===== src/rtl/ldm_line_rx.sv =====
// -----------------------------------------------------------------------------
// ldm_line_rx
//
// Panel-side receiver for the LDM line-scan interface. The transmitter sends a
// frame as LINES consecutive lines, each marked by a rising edge on LDM_CLK.
// This block samples the LDM_* inputs in the system clock domain. It checks that
// the lines arrive in order 0..LINES-1 and collects them in a shadow frame. When
// a frame completes, the shadow frame is published on FRAME_DATA_256 together
// with a one-cycle FRAME_VALID strobe. Protocol violations (a skipped or
// repeated line, or a stall longer than TIMEOUT cycles) abort the frame and
// produce a one-cycle FRAME_ERR strobe.
//
// Ports
//   clk             in   system clock, rising edge
//   rstn            in   asynchronous active-low reset
//   LDM_CLK         in   line strobe; a rising edge marks a new line
//   LDM_ADDR_EN     in   qualifies LDM_ADDR / LDM_LINE_DATA for this strobe
//   LDM_ADDR        in   line address
//   LDM_LINE_DATA   in   line pixels, bit 0 = leftmost pixel
//   FRAME_DATA_256  out  last complete frame, line 0 leftmost
//   FRAME_VALID     out  1-cycle pulse, new frame on FRAME_DATA_256
//   FRAME_ERR       out  1-cycle pulse, partial frame discarded
//   FRAME_CNT       out  number of completed frames, wraps 255 -> 0
// -----------------------------------------------------------------------------
module ldm_line_rx #(
  parameter int LINES   = 16,
  parameter int LINE_W  = 16,
  parameter int ADDR_W  = 4,
  parameter int TIMEOUT = 64
) (
  input  logic                    clk,
  input  logic                    rstn,
  input  logic                    LDM_CLK,
  input  logic                    LDM_ADDR_EN,
  input  logic [ADDR_W-1:0]       LDM_ADDR,
  input  logic [0:LINE_W-1]       LDM_LINE_DATA,
  output logic [0:LINES*LINE_W-1] FRAME_DATA_256,
  output logic                    FRAME_VALID,
  output logic                    FRAME_ERR,
  output logic [7:0]              FRAME_CNT
);

  localparam int                FRAME_W   = LINES * LINE_W;
  localparam int                TCNT_W    = $clog2(TIMEOUT + 1);
  localparam logic [ADDR_W-1:0] LAST_LINE = ADDR_W'(LINES - 1);
  localparam logic [TCNT_W-1:0] TCNT_MAX  = TCNT_W'(TIMEOUT - 1);

  typedef enum logic [1:0] {
    IDLE,
    RECV,
    DONE
  } state_t;

  // Input stage registers
  logic              r1_clk_q;
  logic              r2_clk_q;
  logic              r1_en_q;
  logic [ADDR_W-1:0] r1_addr_q;
  logic [LINE_W-1:0] r1_data_q;

  // Control state
  state_t            state_q, state_d;
  logic [ADDR_W-1:0] exp_q, exp_d;
  logic [TCNT_W-1:0] tcnt_q, tcnt_d;

  // Frame storage and outputs
  logic [FRAME_W-1:0] shadow_q;
  logic [FRAME_W-1:0] frame_q;
  logic               valid_q, valid_d;
  logic               err_q, err_d;
  logic [7:0]         cnt_q, cnt_d;

  // Decoded strobe information
  logic              strobe;
  logic              lineEn;
  logic              addrHit;
  logic              addrZero;
  logic              shadowWe;
  logic              frameLoad;
  logic [ADDR_W-1:0] wrSlot;

  // Every LDM_* input goes through exactly one register stage, so the
  // address, data and enable seen together with the strobe all come from the
  // same sampling edge as the first high sample of LDM_CLK.
  always_ff @(posedge clk or negedge rstn) begin
    if (!rstn) begin
      r1_clk_q  <= 1'b0;
      r2_clk_q  <= 1'b0;
      r1_en_q   <= 1'b0;
      r1_addr_q <= '0;
      r1_data_q <= '0;
    end else begin
      r1_clk_q  <= LDM_CLK;
      r2_clk_q  <= r1_clk_q;
      r1_en_q   <= LDM_ADDR_EN;
      r1_addr_q <= LDM_ADDR;
      r1_data_q <= LDM_LINE_DATA;
    end
  end

  assign strobe   = r1_clk_q & ~r2_clk_q;
  assign lineEn   = strobe & r1_en_q;
  assign addrHit  = (r1_addr_q == exp_q);
  assign addrZero = (r1_addr_q == '0);

  // Each write goes to the slot named by the sampled address. That address is
  // either the expected line or line 0 on a (re)start. Line 0 sits in the
  // most significant slot so that it ends up leftmost on FRAME_DATA_256.
  assign wrSlot = LAST_LINE - r1_addr_q;

  // Next-state logic.
  // DONE lasts one cycle. It applies the same strobe rules as IDLE, so a
  // line-0 strobe arriving right behind a finished frame starts the next one.
  always_comb begin
    state_d   = state_q;
    exp_d     = exp_q;
    tcnt_d    = tcnt_q;
    shadowWe  = 1'b0;
    frameLoad = 1'b0;
    valid_d   = 1'b0;
    err_d     = 1'b0;
    cnt_d     = cnt_q;

    unique case (state_q)
      IDLE, DONE: begin
        if (state_q == DONE) begin
          frameLoad = 1'b1;
          valid_d   = 1'b1;
          cnt_d     = cnt_q + 8'd1;
        end
        state_d = IDLE;
        exp_d   = '0;
        tcnt_d  = '0;
        // Lines other than 0 are silently dropped until a frame starts.
        if (lineEn && addrZero) begin
          shadowWe = 1'b1;
          state_d  = RECV;
          exp_d    = ADDR_W'(1);
        end
      end

      RECV: begin
        if (lineEn && addrHit) begin
          shadowWe = 1'b1;
          tcnt_d   = '0;
          if (exp_q == LAST_LINE) begin
            state_d = DONE;
            exp_d   = '0;
          end else begin
            exp_d = exp_q + ADDR_W'(1);
          end
        end else if (lineEn) begin
          // Out-of-order line. A line 0 is taken as the first line of a
          // fresh frame; any other address drops back to waiting for one.
          err_d  = 1'b1;
          tcnt_d = '0;
          if (addrZero) begin
            shadowWe = 1'b1;
            exp_d    = ADDR_W'(1);
          end else begin
            state_d = IDLE;
            exp_d   = '0;
          end
        end else if (tcnt_q == TCNT_MAX) begin
          // This is the TIMEOUT-th consecutive cycle without an accepted line.
          // Strobes with the enable low do not reset the count.
          err_d   = 1'b1;
          state_d = IDLE;
          exp_d   = '0;
          tcnt_d  = '0;
        end else begin
          tcnt_d = tcnt_q + TCNT_W'(1);
        end
      end

      default: begin
        state_d = IDLE;
        exp_d   = '0;
        tcnt_d  = '0;
      end
    endcase
  end

  // Control and output registers.
  always_ff @(posedge clk or negedge rstn) begin
    if (!rstn) begin
      state_q <= IDLE;
      exp_q   <= '0;
      tcnt_q  <= '0;
      valid_q <= 1'b0;
      err_q   <= 1'b0;
      cnt_q   <= '0;
    end else begin
      state_q <= state_d;
      exp_q   <= exp_d;
      tcnt_q  <= tcnt_d;
      valid_q <= valid_d;
      err_q   <= err_d;
      cnt_q   <= cnt_d;
    end
  end

  // The shadow frame collects lines. The published frame changes only when
  // a frame completes, so errors never disturb what the panel sees.
  always_ff @(posedge clk or negedge rstn) begin
    if (!rstn) begin
      shadow_q <= '0;
      frame_q  <= '0;
    end else begin
      if (shadowWe) begin
        shadow_q[int'(wrSlot)*LINE_W +: LINE_W] <= r1_data_q;
      end
      if (frameLoad) begin
        frame_q <= shadow_q;
      end
    end
  end

  assign FRAME_DATA_256 = frame_q;
  assign FRAME_VALID    = valid_q;
  assign FRAME_ERR      = err_q;
  assign FRAME_CNT      = cnt_q;

endmodule


===== config.mk =====
export PLATFORM = sky130hd
export DESIGN_NAME = ldm_line_rx
export DESIGN_NICKNAME = d
export VERILOG_FILES = /design/src/rtl/ldm_line_rx.sv
export SDC_FILE = /design/constraint.sdc
export NUM_CORES = 1
export LEC_CHECK = 0
export ABC_AREA = 0
export CAP_MARGIN = 5
export CORE_AREA = 10 10 221 223
export DETAILED_ROUTE_END_ITERATION = 12
export DIE_AREA = 0 0 231 233
export GPL_TIMING_DRIVEN = 1
export HOLD_SLACK_MARGIN = 0.02
export PLACE_DENSITY = 0.76
export SLEW_MARGIN = 30
export SYNTH_ARGS = -nofsm -noshare
export SYNTH_HDL_FRONTEND = slang
export SYNTH_SLANG_ARGS = --single-unit

===== constraint.sdc =====
create_clock -name clk -period 2.7 [get_ports clk]
set_input_delay 0.405 -clock clk [delete_from_list [all_inputs] [get_ports clk]]
set_output_delay 0.405 -clock clk [all_outputs]
set_load 0.02 [all_outputs]

=== After elaboration in Yosys (flattened, before gate mapping) ===
Cells that the tools add are included.

* Flip-flop bits (word level): 558
* Bits of input ports: 24
* Output and inout port bits: 266

* $add $sub $neg: 5
* Eq/ne operators: 8
* Shifts and indexed selects: 2
* Mux-type cells: 30
* Bitwise gates (word level): 3
* Reduce and logical (&&, ||, !) cells: 7

{| class="wikitable"
|+ Operators by type and width
! kind !! count
|-
| bitwise mux 256 bit || 1
|-
| variable shift 16 x 33 -> 256 bit, first input constant || 1
|-
| variable part select 16 x 33 -> 256 bit || 1
|-
| negator 8 -> 33 bit || 1
|-
| 2-to-1 mux 7 bit || 4
|-
| 2-to-1 mux 4 bit || 4
|-
| 2-to-1 mux 1 bit || 13
|-
| 2-to-1 mux 2 bit || 5
|-
| adder 8 x 1 -> 8 bit, second input constant || 1
|-
| != test 4 bit, second input constant || 2
|-
| one-hot mux 4 bit (2 select lines) || 1
|-
| adder 7 x 1 -> 7 bit, second input constant || 1
|-
| == test 7 x 6 -> 1 bit, second input constant || 1
|-
| adder 4 x 1 -> 4 bit, second input constant || 1
|-
| == test 4 bit || 1
|-
| == test 4 bit, second input constant || 1
|-
| zero test 4 bit || 1
|-
| one-hot mux 2 bit (2 select lines) || 1
|-
| subtractor 4 bit, first input constant || 1
|-
| != test 3 bit, second input constant || 1
|-
| AND reduction 3 bit || 1
|-
| AND 1 bit || 2
|-
| == test 2 x 1 -> 1 bit, second input constant || 1
|-
| == test 2 bit, second input constant || 1
|-
| other kinds (6) || 7
|}

=== Logic depth before layout (Yosys ltp) ===
* Depth after elaboration: 6
* Mapped depth: 12
* Mapped depth without buffers: 7

=== Least setup slack after synthesis ===
No wires, ideal clock.

* Kind: register -> register
* Start: register r1_addr_q[0]
* End: register shadow_q[212]
* Setup time: 0.128 ns
* Arrival: 2.538 ns
* Data required time: 2.572 ns
* Setup slack: 0.035 ns
* Cell stages (with the launch flop): 11
* Clock period less this slack: 2.665 ns
* Cell sequence: dfrtp_1 -> buf_2 -> buf_2 -> and3_1 -> ha_1 -> a31oi_1 -> nand3_1 -> o21ai_2 -> nand3_2 -> buf_2 -> mux2_1

* Longest elaborated chain between the ends: 5

{| class="wikitable"
|+ Ends and longest elaborated chain
! item !! RTL line !! RTL
|-
| start, declared || 58 || <nowiki>logic [ADDR_W-1:0] r1_addr_q;</nowiki>
|-
| start signal, assigned || 90 || <nowiki>r1_addr_q <= '0;</nowiki>
|-
| start signal, assigned || 96 || <nowiki>r1_addr_q <= LDM_ADDR;</nowiki>
|-
| parallel branches: the longest is 5 deep, another holds negator 8 -> 33 bit || -- ||
|-
| end signal, assigned by index || 211 || <nowiki>shadow_q[int'(wrSlot)*LINE_W +: LINE_W] <= r1_data_q;</nowiki>
|-
| end, declared || 67 || <nowiki>logic [FRAME_W-1:0] shadow_q;</nowiki>
|}

Parallel ways; which one is timed is not known.
A chain may end at the register's enable or synchronous reset.

=== Worst setup path in the final report ===
* Start: register r1_addr_q[0]
* End: register shadow_q[186]

The elaborated chain is that of the path after synthesis.

==> results.sh <==
export IMPL_outcome="complete, no violations"
export IMPL_tritoncts="done"
export IMPL_fp_dieH_um=233
export IMPL_final_layout_size_suffix_gt1_share_pct=9.003
export IMPL_die_width_um=231
export IMPL_netlist_top_cells_area="dfrtp_1, nand2_1, o21ai_0"
export IMPL_min_path_type="input port to flop"
export IMPL_num_rows=77
export IMPL_dpl_cell_area_mm2=0.02565
export IMPL_clock_power_share_pct=46.4
export IMPL_core_area_mm2=0.04412
export IMPL_cpPeakStageDelay_ns=0.60
export IMPL_crit_type="flop to flop"
export IMPL_finalCriticalPeriod_ns=2.594
export IMPL_cts_made_buffers=56
export IMPL_num_fill_cells=3572
export IMPL_grt_overflow=0
export IMPL_postRouteAntennaNets=0
export IMPL_layout_common_cells="nand2_1, dfrtp_1, clkdlybuf4s50_1"
export IMPL_cp_top_family="simple AND/OR/NAND/NOR gates"
export IMPL_rrSetupSlack_ns=0.11
export IMPL_initial_utilization_pct=49.71
export IMPL_finalCritPeriodShare_pct=96.06
export IMPL_synth_ff_type="dfrtp_1"
export IMPL_holdWs_ns=0.2260
export IMPL_setup_ws_ns=0.1064
export IMPL_clk_pin_slew_ns=0.06
export IMPL_synth_cell_types=53
export IMPL_cts_num_sinks=558
export IMPL_crit_arrival_ns=3.11
export IMPL_hpwlAfterDp_mm=39.77
export IMPL_p_int_mw=13.15
export IMPL_p_per_area_mw_per_mm2=611.0
export IMPL_synth_area_mm2=0.02193
export IMPL_grt_pass1_vias=16620
export IMPL_required_ns=3.21
export IMPL_synth_avg_cell_area_um2=10.16
export IMPL_max_cap_violations=0
export IMPL_drtPass1Iterations=5
export IMPL_grt_max_degree=250
export IMPL_slew_headroom_pct=27.45
export IMPL_combPwrFrac_pct=3.0
export IMPL_swShare_pct=21.94
export IMPL_yosysTopAreaCellShare_pct=63.66
export IMPL_wl_per_cell_um=19.79
export IMPL_mostFrequentLayoutCell="nand2_1"
export IMPL_synth_cells=2158
export IMPL_drc=0
export IMPL_gp_congestion=0.8504
export IMPL_htreeDepth=2
export IMPL_crit_path_top_delay_cell="nor4_1"
export IMPL_crit_fanout=16
export IMPL_dp_slack_ns=0.08494
export IMPL_syn_to_final_growth_pct=25.69
export IMPL_grt_pass1_wl_mm=95.26
export IMPL_crit_path_frequent_cell="buf_4"
export IMPL_antenna_found_initial=4
export IMPL_seq_area_mm2=0.01397
export IMPL_tightest_slew_ns=1.088
export IMPL_track_usage_pct=22.52
export IMPL_p_seq_share_pct=50.6
export IMPL_cts_buffer_depth=3
export IMPL_port_buffer_count=289
export IMPL_crit_path_end_kind="flop"
export IMPL_fin_skew_ns=0.02320
export IMPL_drt_initial_drc_count=1320
export IMPL_synth_edf_count=0
export IMPL_boundaryPins=290
export IMPL_yosysTopAreaCell="dfrtp_1"
export IMPL_synth_nets=2188
export IMPL_routed_wl_mm=60.80
export IMPL_crit_chain="buf_4, ha_1, nor2b_1, a21oi_1, nor4_1, nand2_1, buf_4, mux2i_1"
export IMPL_switching_power_mw=3.696
export IMPL_clk_latency_ns=0.62
export IMPL_cts_root_buffer="clkbuf_16"
export IMPL_path_buf_inv=2
export IMPL_nets=2466
export IMPL_yosysWarnings=0
export IMPL_vias_per_cell=5.275
export IMPL_setup_viol=0
export IMPL_fin_area_mm2=0.02757
export IMPL_hold_violations=0
export IMPL_cp_start_kind="flop"
export IMPL_die_area_mm2=0.05382
export IMPL_multi_input_area_mm2=0.007054
export IMPL_tns_ns=0
export IMPL_synth_async_reset_ratio_pct=100.0
export IMPL_ir_drop_v=0.0004618
export IMPL_vias=16200
export IMPL_ys_seq_area_share_pct=63.66
export IMPL_max_freq_mhz=385.6
export IMPL_cellLeakagePower_nw=13.65
export IMPL_drv_slew=0
export IMPL_ys_ff_latch=558
==> cell type report <==
class | instances | share of cell area [%]
Inverter | 103 | 1.420
Multi-Input combinational cell | 1363 | 25.59
Clock buffer | 84 | 6.013
Antenna cell | 3 | 0.02723
Tap cell | 592 | 2.687
Clock inverter | 15 | 0.6898
Sequential cell | 558 | 50.67
Timing Repair Buffer | 354 | 12.91
==> state kept, by name (all words and copies together), names as in the netlist <==
name / flops
r1_addr_q: 4
r1_en_q: 1
exp_q: 4
FRAME_VALID: 1
r1_clk_q: 1
state_q: 2
tcnt_q: 7
FRAME_DATA_256: 256
r2_clk_q: 1
FRAME_ERR: 1
r1_data_q: 16
FRAME_CNT: 8
shadow_q: 256
==> power by group through the flow <==
stage / registers, mW / clock network, mW / logic, mW
floorplan: 8.56 / 0 / 0.200
global placement: 8.66 / 0 / 0.499
detailed placement: 8.67 / 0 / 0.516
CTS: 8.51 / 7.92 / 0.519
global route: 8.51 / 8.27 / 0.575
finish: 8.52 / 7.82 / 0.509
==> per-layer routing <==
layer	wire length [um]	vias up	track usage (%)
met3	4403	87	5.549
met1	25340	8167	29.23
met5	21	-	0
li1	-	7445	-
met4	1304	4	5.344
met2	29730	501	37.49
==> cell families (layout without fill, tap and decap cells) <==
group	count (synthesis)	in the layout	share of synthesized area (%)
simple gates	903	903	16.57
flops	558	558	63.66
compound gates	278	278	6.634
buf+inv	237	556	4.421
mux	160	160	7.666
xor+xnor	16	16	0.7073
fa+ha+maj	6	6	0.3422
other cells	0	3	0
==> worst paths after layout <==
check | start | to | depth (start not counted)
max | r1_addr_q[0] | shadow_q[186] | 8
max reg2reg | r1_addr_q[0] | shadow_q[186] | 8
max in group asynchronous | rstn | FRAME_DATA_256[73] | 3
min reg2reg | r1_clk_q | r2_clk_q | 0
min in group asynchronous | rstn | FRAME_DATA_256[149] | 2
min | LDM_LINE_DATA[4] | r1_data_q[11] | 1
==> timing repair <==
action	4_1_cts	5_1_grt
hold buffers	1	0
setup buffers	0	0
endpoints found under the hold margin	60	0
resized for setup	0	4
setup endpoints to repair	0	90
==> stage by stage <==
step | cells | utilization, % | power, mW
after floorplan | 2158 | - | 8.762
after global placement | 2968 | 58.12 | 9.164
after detailed placement | 2968 | 58.13 | 9.182
after CTS | 3068 | 62.34 | 16.96
after global routing | 3069 | 62.47 | 17.35
final | 3072 | 62.48 | 16.85
==> cell usage after synthesis, types with 3 or more instances <==
cell type    n
buf_1        3
o21ai_0    241
nand3_2      3
xor2_1       3
buf_2       13
a21oi_1      5
nand3_1     14
clkbuf_1   109
mux2i_1     96
dfrtp_1    558
nor2_1      17
and3_1       5
buf_6        8
mux2_2      46
nand2_1    801
or2_1        6
inv_1      102
nand4_1      6
xnor2_1     11
or3_1        3
o21ai_1     21
nand2b_1     5
ha_1         6
nor2b_1      5
mux2_1      18
nor3_1       6
and2_1      18
Note: power is estimated with default switching activity, not from simulation.
